--- src/rtl/sni_tbl_pkg.sv ---
// Shared types and constants for the SNI two-byte pre-filter table writer.
// Pure definitions: no latency, no flow control.
package sni_tbl_pkg;

  localparam int         TBL_DEPTH   = 256;
  localparam int         TBL_AW      = 8;
  localparam logic [7:0] EMPTY_ENTRY = 8'h00;

  typedef enum logic [1:0] {
    CLEAR = 2'd0,
    IDLE  = 2'd1,
    DRAIN = 2'd2
  } tbl_state_e;

  typedef struct packed {
    logic              en;
    logic [TBL_AW-1:0] addr;
    logic [7:0]        data;
  } tbl_wr_t;

  function automatic logic [7:0] to_lower(input logic [7:0] b);
    return ((b >= 8'h41) && (b <= 8'h5A)) ? (b + 8'h20) : b;
  endfunction

endpackage

--- src/rtl/sni_tbl_sweep_ctr.sv ---
// Sweep address counter: steps once per enabled cycle, restart wins over step.
// done is combinational on the cycle that presents the last address; no backpressure.
module sni_tbl_sweep_ctr
  import sni_tbl_pkg::*;
(
  input  logic              i_clk,
  input  logic              i_rst,
  input  logic              en,
  input  logic              restart,
  output logic [TBL_AW-1:0] cnt,
  output logic              done
);

  always_ff @(posedge i_clk or negedge i_rst) begin
    if (!i_rst) begin
      cnt <= '0;
    end else if (restart) begin
      cnt <= '0;
    end else if (en) begin
      cnt <= cnt + 1'b1;
    end
  end

  assign done = en && !restart && (cnt == '1);

endmodule

--- src/rtl/sni_bytes_table_writer.sv ---
// Writes table[first_byte] = second_byte for each SNI pattern; zero-sweeps on reset/clear.
// Latency: table write registered, 1 cycle after accept. Backpressure: ready low while sweeping or on clear.
// Optional build macro SNI_TBL_CASE_FOLD_EN folds ASCII upper case to lower case before lookup and write.
module sni_bytes_table_writer
  import sni_tbl_pkg::*;
#(
  parameter int DATA_W = 64,
  parameter int CNT_W  = 8
) (
  input  logic              i_clk,
  input  logic              i_rst,
  input  logic              i_clear,
  input  logic [DATA_W-1:0] i_pat_data,
  input  logic [3:0]        i_pat_bytes,
  input  logic              i_pat_last,
  input  logic              i_pat_valid,
  output logic              o_pat_ready,
  output logic              o_tbl_wr_en,
  output logic [7:0]        o_tbl_wr_addr,
  output logic [7:0]        o_tbl_wr_data,
  output logic              o_table_ready,
  output logic [8:0]        o_entry_cnt,
  output logic [CNT_W-1:0]  o_collision_cnt,
  output logic [CNT_W-1:0]  o_reject_cnt
);

  tbl_state_e           state_q, state_d;
  logic                 drain_pend_q;
  logic [TBL_DEPTH-1:0] occ_q;
  logic [7:0]           shadow_q [TBL_DEPTH];
  tbl_wr_t              wr_q;
  logic                 table_ready_q;
  logic [8:0]           entry_cnt_q;
  logic [CNT_W-1:0]     coll_cnt_q, rej_cnt_q;

  logic [TBL_AW-1:0]    sweep_cnt;
  logic                 sweep_done;
  logic                 accept, first_acc, is_short, hit, dup;
  logic                 new_ent, coll, rej;
  logic [7:0]           b0, b1;
  logic                 unused_hi_bytes;

`ifdef SNI_TBL_CASE_FOLD_EN
  assign b0 = to_lower(i_pat_data[7:0]);
  assign b1 = to_lower(i_pat_data[15:8]);
`else
  assign b0 = i_pat_data[7:0];
  assign b1 = i_pat_data[15:8];
`endif
  assign unused_hi_bytes = ^i_pat_data[DATA_W-1:16];

  sni_tbl_sweep_ctr u_sweep (
    .i_clk   (i_clk),
    .i_rst   (i_rst),
    .en      (state_q == CLEAR),
    .restart (i_clear),
    .cnt     (sweep_cnt),
    .done    (sweep_done)
  );

  // A beat offered alongside i_clear is refused so it is not lost during the sweep.
  assign o_pat_ready = (state_q != CLEAR) && !i_clear;
  assign accept      = i_pat_valid && o_pat_ready;

  // Only the first beat of a pattern carries the two key bytes.
  assign first_acc = accept && (state_q == IDLE);
  assign is_short  = (i_pat_bytes < 4'd2) || (b1 == EMPTY_ENTRY);
  assign hit       = occ_q[b0];
  assign dup       = hit && (shadow_q[b0] == b1);
  assign new_ent   = first_acc && !is_short && !hit;
  assign coll      = first_acc && !is_short && hit && !dup;
  assign rej       = first_acc && is_short;

  always_comb begin
    state_d = state_q;
    if (i_clear) begin
      state_d = CLEAR;
    end else begin
      case (state_q)
        CLEAR:   if (sweep_done) state_d = drain_pend_q ? DRAIN : IDLE;
        IDLE:    if (accept && !i_pat_last) state_d = DRAIN;
        DRAIN:   if (accept && i_pat_last) state_d = IDLE;
        default: state_d = CLEAR;
      endcase
    end
  end

  always_ff @(posedge i_clk or negedge i_rst) begin
    if (!i_rst) begin
      state_q <= CLEAR;
    end else begin
      state_q <= state_d;
    end
  end

  // Remember an interrupted pattern so its tail is swallowed once the sweep ends.
  always_ff @(posedge i_clk or negedge i_rst) begin
    if (!i_rst) begin
      drain_pend_q <= 1'b0;
    end else if (i_clear) begin
      drain_pend_q <= drain_pend_q || (state_q == DRAIN) ||
                      ((state_q == IDLE) && i_pat_valid && !i_pat_last);
    end else if (sweep_done) begin
      drain_pend_q <= 1'b0;
    end
  end

  always_ff @(posedge i_clk or negedge i_rst) begin
    if (!i_rst) begin
      wr_q          <= '0;
      table_ready_q <= 1'b0;
      entry_cnt_q   <= '0;
      occ_q         <= '0;
      coll_cnt_q    <= '0;
      rej_cnt_q     <= '0;
    end else begin
      table_ready_q <= (state_q != CLEAR) && !i_clear;

      wr_q <= '0;
      if (state_q == CLEAR) begin
        wr_q <= '{en: 1'b1, addr: sweep_cnt, data: EMPTY_ENTRY};
      end else if (new_ent) begin
        wr_q <= '{en: 1'b1, addr: b0, data: b1};
      end

      if (i_clear) begin
        occ_q       <= '0;
        entry_cnt_q <= '0;
      end else if (new_ent) begin
        occ_q[b0]   <= 1'b1;
        entry_cnt_q <= entry_cnt_q + 9'd1;
      end

      if (coll && (coll_cnt_q != '1)) coll_cnt_q <= coll_cnt_q + 1'b1;
      if (rej && (rej_cnt_q != '1))   rej_cnt_q  <= rej_cnt_q + 1'b1;
    end
  end

  // Shadow copy of written second bytes; only read when the occupancy bit is set.
  always_ff @(posedge i_clk) begin
    if (new_ent) shadow_q[b0] <= b1;
  end

  assign o_tbl_wr_en     = wr_q.en;
  assign o_tbl_wr_addr   = wr_q.addr;
  assign o_tbl_wr_data   = wr_q.data;
  assign o_table_ready   = table_ready_q;
  assign o_entry_cnt     = entry_cnt_q;
  assign o_collision_cnt = coll_cnt_q;
  assign o_reject_cnt    = rej_cnt_q;

endmodule

--- config.mk ---
export PLATFORM = sky130hd
export DESIGN_NAME = sni_bytes_table_writer
export DESIGN_NICKNAME = d
export VERILOG_FILES = /design/src/rtl/sni_tbl_pkg.sv /design/src/rtl/sni_tbl_sweep_ctr.sv /design/src/rtl/sni_bytes_table_writer.sv
export SDC_FILE = /design/constraint.sdc
export NUM_CORES = 2
export LEC_CHECK = 0
export ABC_AREA = 1
export CORE_UTILIZATION = 45
export CTS_BUF_LIST = sky130_fd_sc_hd__clkbuf_8
export CTS_CLUSTER_SIZE = 14
export DETAILED_ROUTE_END_ITERATION = 10
export PLACE_DENSITY_LB_ADDON = 0.2
export SYNTH_ARGS = -nofsm -noshare
export SYNTH_HDL_FRONTEND = slang
export SYNTH_SLANG_ARGS = --single-unit
--- constraint.sdc ---
create_clock -name i_clk -period 2.62 [get_ports i_clk]
set_input_delay 0.655 -clock i_clk [delete_from_list [all_inputs] [get_ports i_clk]]
set_output_delay 0.655 -clock i_clk [all_outputs]
set_load 0.02 [all_outputs]
==> metrics list <==
- The flow ran to the end, but the final reports show violations.
- The checks that failed: setup timing.
* Die extent in y: 470 um
* Ports: 117
- In this run the biggest area consumer among cell types represents approximately 62% of the synthesized area.
- After synthesis, the largest family of logic cells by area is simple AND/OR/NAND/NOR gates.
- Fraction of layout instances using a drive strength above 1: 18.3%
* Total gr overflow: 0
- Post-synth EDFFs: 2048
- The placed instances occupy a cell area of 0.111 mm^2.
- Library cell occupying the most area in the post-synthesis netlist: edfxtp_1
- Maximum resistive drop on vdd: around 0.00054 V
* Crit Path Category: in -> reg
- The initial utilization of the core area, before any placement, comes to 45.4%.
- For this block, the routed nets add up to 319000 um of wire.
- After layout, the minimum clock period comes to 3.06 ns.
- Drt initial violations: 8460
- STA classifies the critical path endpoint as a register.
* Sequential-to-total area share from yosys stat: 70.2%
- Final critical-path setup slack: -0.444 ns
* Number of vias after detailed routing: 73958
* Leakage Power: 47.1 nW
- Compound-cell area share of the yosys netlist: between 5 and 6%
- Final cell area excluding filler cells: about 0.12 mm^2
- Cell at the root of the clock tree: clkbuf_8
- Max-slew violation total from the final report: 0
- Clock tree buffer depth: 4
- Placeable core region: 0.218 mm^2
* Maximum number of pins on one net before global-route repair: 177
* Largest fanout on the critical path: 15
- CTS built an H-tree with a depth of 5.
* Max-cap violation count: 0
- After synthesis, the share of flip-flops with an asynchronous set or reset is 13.1%.
- The later pin in the worst-skew pair is clocked with a latency of 1.12 ns.
- Xor and xnor fraction of the mapped netlist area: 0.177%
- CTS sink count: 2358
* Total of buffers placed on input and output ports: 67
* Number of antenna violations at the first check in global routing: 3
- The worst path uses 117% of the clock period.
* Worst hold path class: in -> async
- Via count of the first global-routing pass: 71920
- In the final design database the tool counted slightly above 10000 nets.
- TritonCTS built the clock tree.
- Excluding fillers, the count of instances in the completed layout stands at 13391.
- Number of instances in the placed design: around 13000
* Overall die area: 0.221 mm^2
- The worst pin sits at a relative slew slack of between 20% and 30%.
* Transition at the pin with the smallest max-transition slack: 1.11 ns
* Share of synthesized area spent on multiplexers: 0.0114%
- Total of endpoints with negative setup slack in the final report: 2310
- Setup repair after global routing could not meet its margin everywhere.
- The first global-routing pass estimated 463000 um of wire.
- GRT Total Usage: 28.0%
- Final worst clock skew: 0.0887 ns
- Total count of hold-check failures in the final report: 0
- TritonCTS created 401 clock buffers.
- Dividing the synthesized area by the synthesized cell count gives 10.5 um^2.
- Number of warnings issued by yosys: 0
- Clock-pin slew was measured on the worst setup and hold paths at 0.05 ns.
- Mapped Nets: between 9000 and 10000
- Synth Area in Adders: 0.0507%
- DRC viols: 0
* Data arrival time of the critical path: 3.82 ns
- Dominant register cell in the synthesized netlist: edfxtp_1
- Power density cells: 650 mW/mm^2
- Post-Syn Area: 0.0987 mm^2
- Number of cells produced by synthesis: 9384
- Number of fill cells in the layout: 18326
* Relative area change from synthesis to final layout: 22.7%
- The first detailed-routing pass took 6 iterations.
* Post-DRT Antenna Nets: 0
- Row count: 171
* DR vias/cell: 5.52
- At the end of routability-driven placement, the weighted congestion stood at 0.925.
- From left edge to right edge, the die measures 470 um.
* Critical path required time: between 3 and 4 ns
* Detailed Place HPWL: 195000 um
* Number of unique standard cell types used by synthesis: 36
- Synthesized-area fraction occupied by and/or/nand/nor cells: 20.3%
- After detailed routing, the average wire length per cell comes to 23.8 um.
- Maximum clock frequency: 0.326 GHz
* Largest cells by area after synthesis: edfxtp_1 (62%), nand2_1 (15%), dfrtp_1 (7.9%), o21ai_0 (3.6%), nand3_1 (2.5%)
- Crit path launch type: primary input
- Counting flops and latches in the post-synthesis netlist gives between 2000 and 2500.
[layer usage]
layer  share of wire, %  up-vias  wire length, um  GRT usage [%]
met5             0.0078        -               25              0
met4                3.7        4            11900           11.1
met3                9.1      596            29200           5.09
met2                 46     3573           147000           44.2
met1                 41    36294           131000           38.5
li1                   -    33491                -              -
[worst max-delay path, cell delays in order]
cell     delay [ns]
buf_12         0.15
inv_8          0.06
nand2_4        0.13
buf_4          0.31
buf_4          0.21
o22ai_1        0.08
o21ai_1        0.21
nand4_1        0.24
a22oi_1        0.21
a21oi_1        0.10
nor2_2         0.16
nand2_2        0.11
buf_12         0.18
buf_12         0.15
nor2_4         0.16
nand2_8        0.14
buf_16         0.22
nor2_4         0.13
buf_12         0.14
[cell families after synthesis]
logic type / count (synthesis)
AO/OA/AOI/OAI: 1038
XOR/XNOR: 20
adder cells (fa/ha/maj): 4
buffers and inverters: 865
flip-flops: 2358
multiplexers: 1
AND/OR/NAND/NOR: 5098
[synthesized netlist by cell type (14+ instances only)]
cell type and instances:
buf_4 33, nand4_1 103, buf_1 35, o211ai_1 14
nand2_1 3979, o21ai_1 30, o21ai_0 717, a21oi_1 127
inv_1 296, buf_6 14, edfxtp_1 2048, clkbuf_1 305
o22ai_1 128, buf_2 175, nand3_1 491, nor2_1 503
xor2_1 14, dfrtp_1 310
[state kept, by name (all words and copies together) (netlist names)]
name and count:
o_table_ready 1, occ_q 256, o_tbl_wr_en 1, state_q 2, drain_pend_q 1, u_sweep.cnt 8, o_entry_cnt 9, o_tbl_wr_addr 8
o_tbl_wr_data 8, o_reject_cnt 8, o_collision_cnt 8, shadow_q 2048
[path summary, 6_finish.rpt]
kind / from / to / slack (ns) / cells past startpoint
max reg2reg: occ_q[57] / shadow_q[228][3] / -0.44 / 17
min in group i_clk: i_pat_data[15] / shadow_q[46][7] / 0.13 / 2
min: i_rst / occ_q[148] / 0.12 / 2
max in group asynchronous: i_rst / o_reject_cnt[3] / 1.81 / 3
min reg2reg: o_reject_cnt[7] / o_reject_cnt[7] / 0.52 / 1
max: i_pat_data[0] / shadow_q[228][3] / -0.44 / 19
[report_power, final]
group / total [mW] / internal (mW) / switching, mW
Sequential: 41.0 / 41.0 / 0.0713
Combinational: 6.65 / 2.04 / 4.61
Clock: 31.1 / 16.1 / 14.9
Total: 78.7 / 59.1 / 19.6
[through the flow]
stage	hold slack (ns)	setup WS, ns	power (mW)	TNS, ns	util (%)
2_1_floorplan	0.359	-0.397	44.5	-725.39	-
3_3_place_gp	0.496	-1.83	47.9	-3710.66	51.1
3_5_place_dp	0.514	-1.79	47.9	-3694.63	51.1
4_1_cts	0.0240	-0.387	78.7	-565.17	54.8
5_1_grt	0.0760	-0.494	81.1	-807.23	55.7
6_report	0.119	-0.444	78.7	-658.76	55.7
[layout by cell type, fill, tap and decap left out, types with 13 or more instances in the layout]
cell             instances
edfxtp_1              2048
nor2_4                 227
buf_12                 209
clkdlybuf4s50_1         50
buf_16                  23
xor2_1                  14
nor2_1                 218
bufinv_16               16
nand2_8                 19
dfrtp_1                309
nand3_2                 13
nand2_1               3907
a21oi_1                122
o21ai_2                 28
nand2_2                 55
inv_1                  377
o211ai_1                14
clkinv_2                55
o22ai_1                116
nand3_1                478
clkbuf_8               413
nor2_2                  59
buf_6                   60
buf_4                  629
o21ai_1                103
buf_8                   16
inv_2                   28
o21ai_0                615
clkinv_1                92
clkbuf_16               13
nand4_1                103
[repair_timing]
item,in CTS,in global routing
pin swaps,17,108
buffers inserted,27,26
hold endpoints to repair,316,0
hold buffers,7,0
endpoints found under the setup margin,2365,2362
gates resized for setup,136,408
cloned,5,14
[final cells by class]
cell class                 count  area [um^2]  area share [%]
antenna                        3         7.51         0.00620
clock buffer                 413         5680            4.69
clock inverter               287         1620            1.34
inverter                     302         1210           0.999
multi-input combinational   6162        28400            23.4
sequential                  2358        69300            57.2
tap                         2854         3570            2.95
timing repair buffer        1012        11400            9.41
Note: power is estimated with default switching activity, not from simulation.
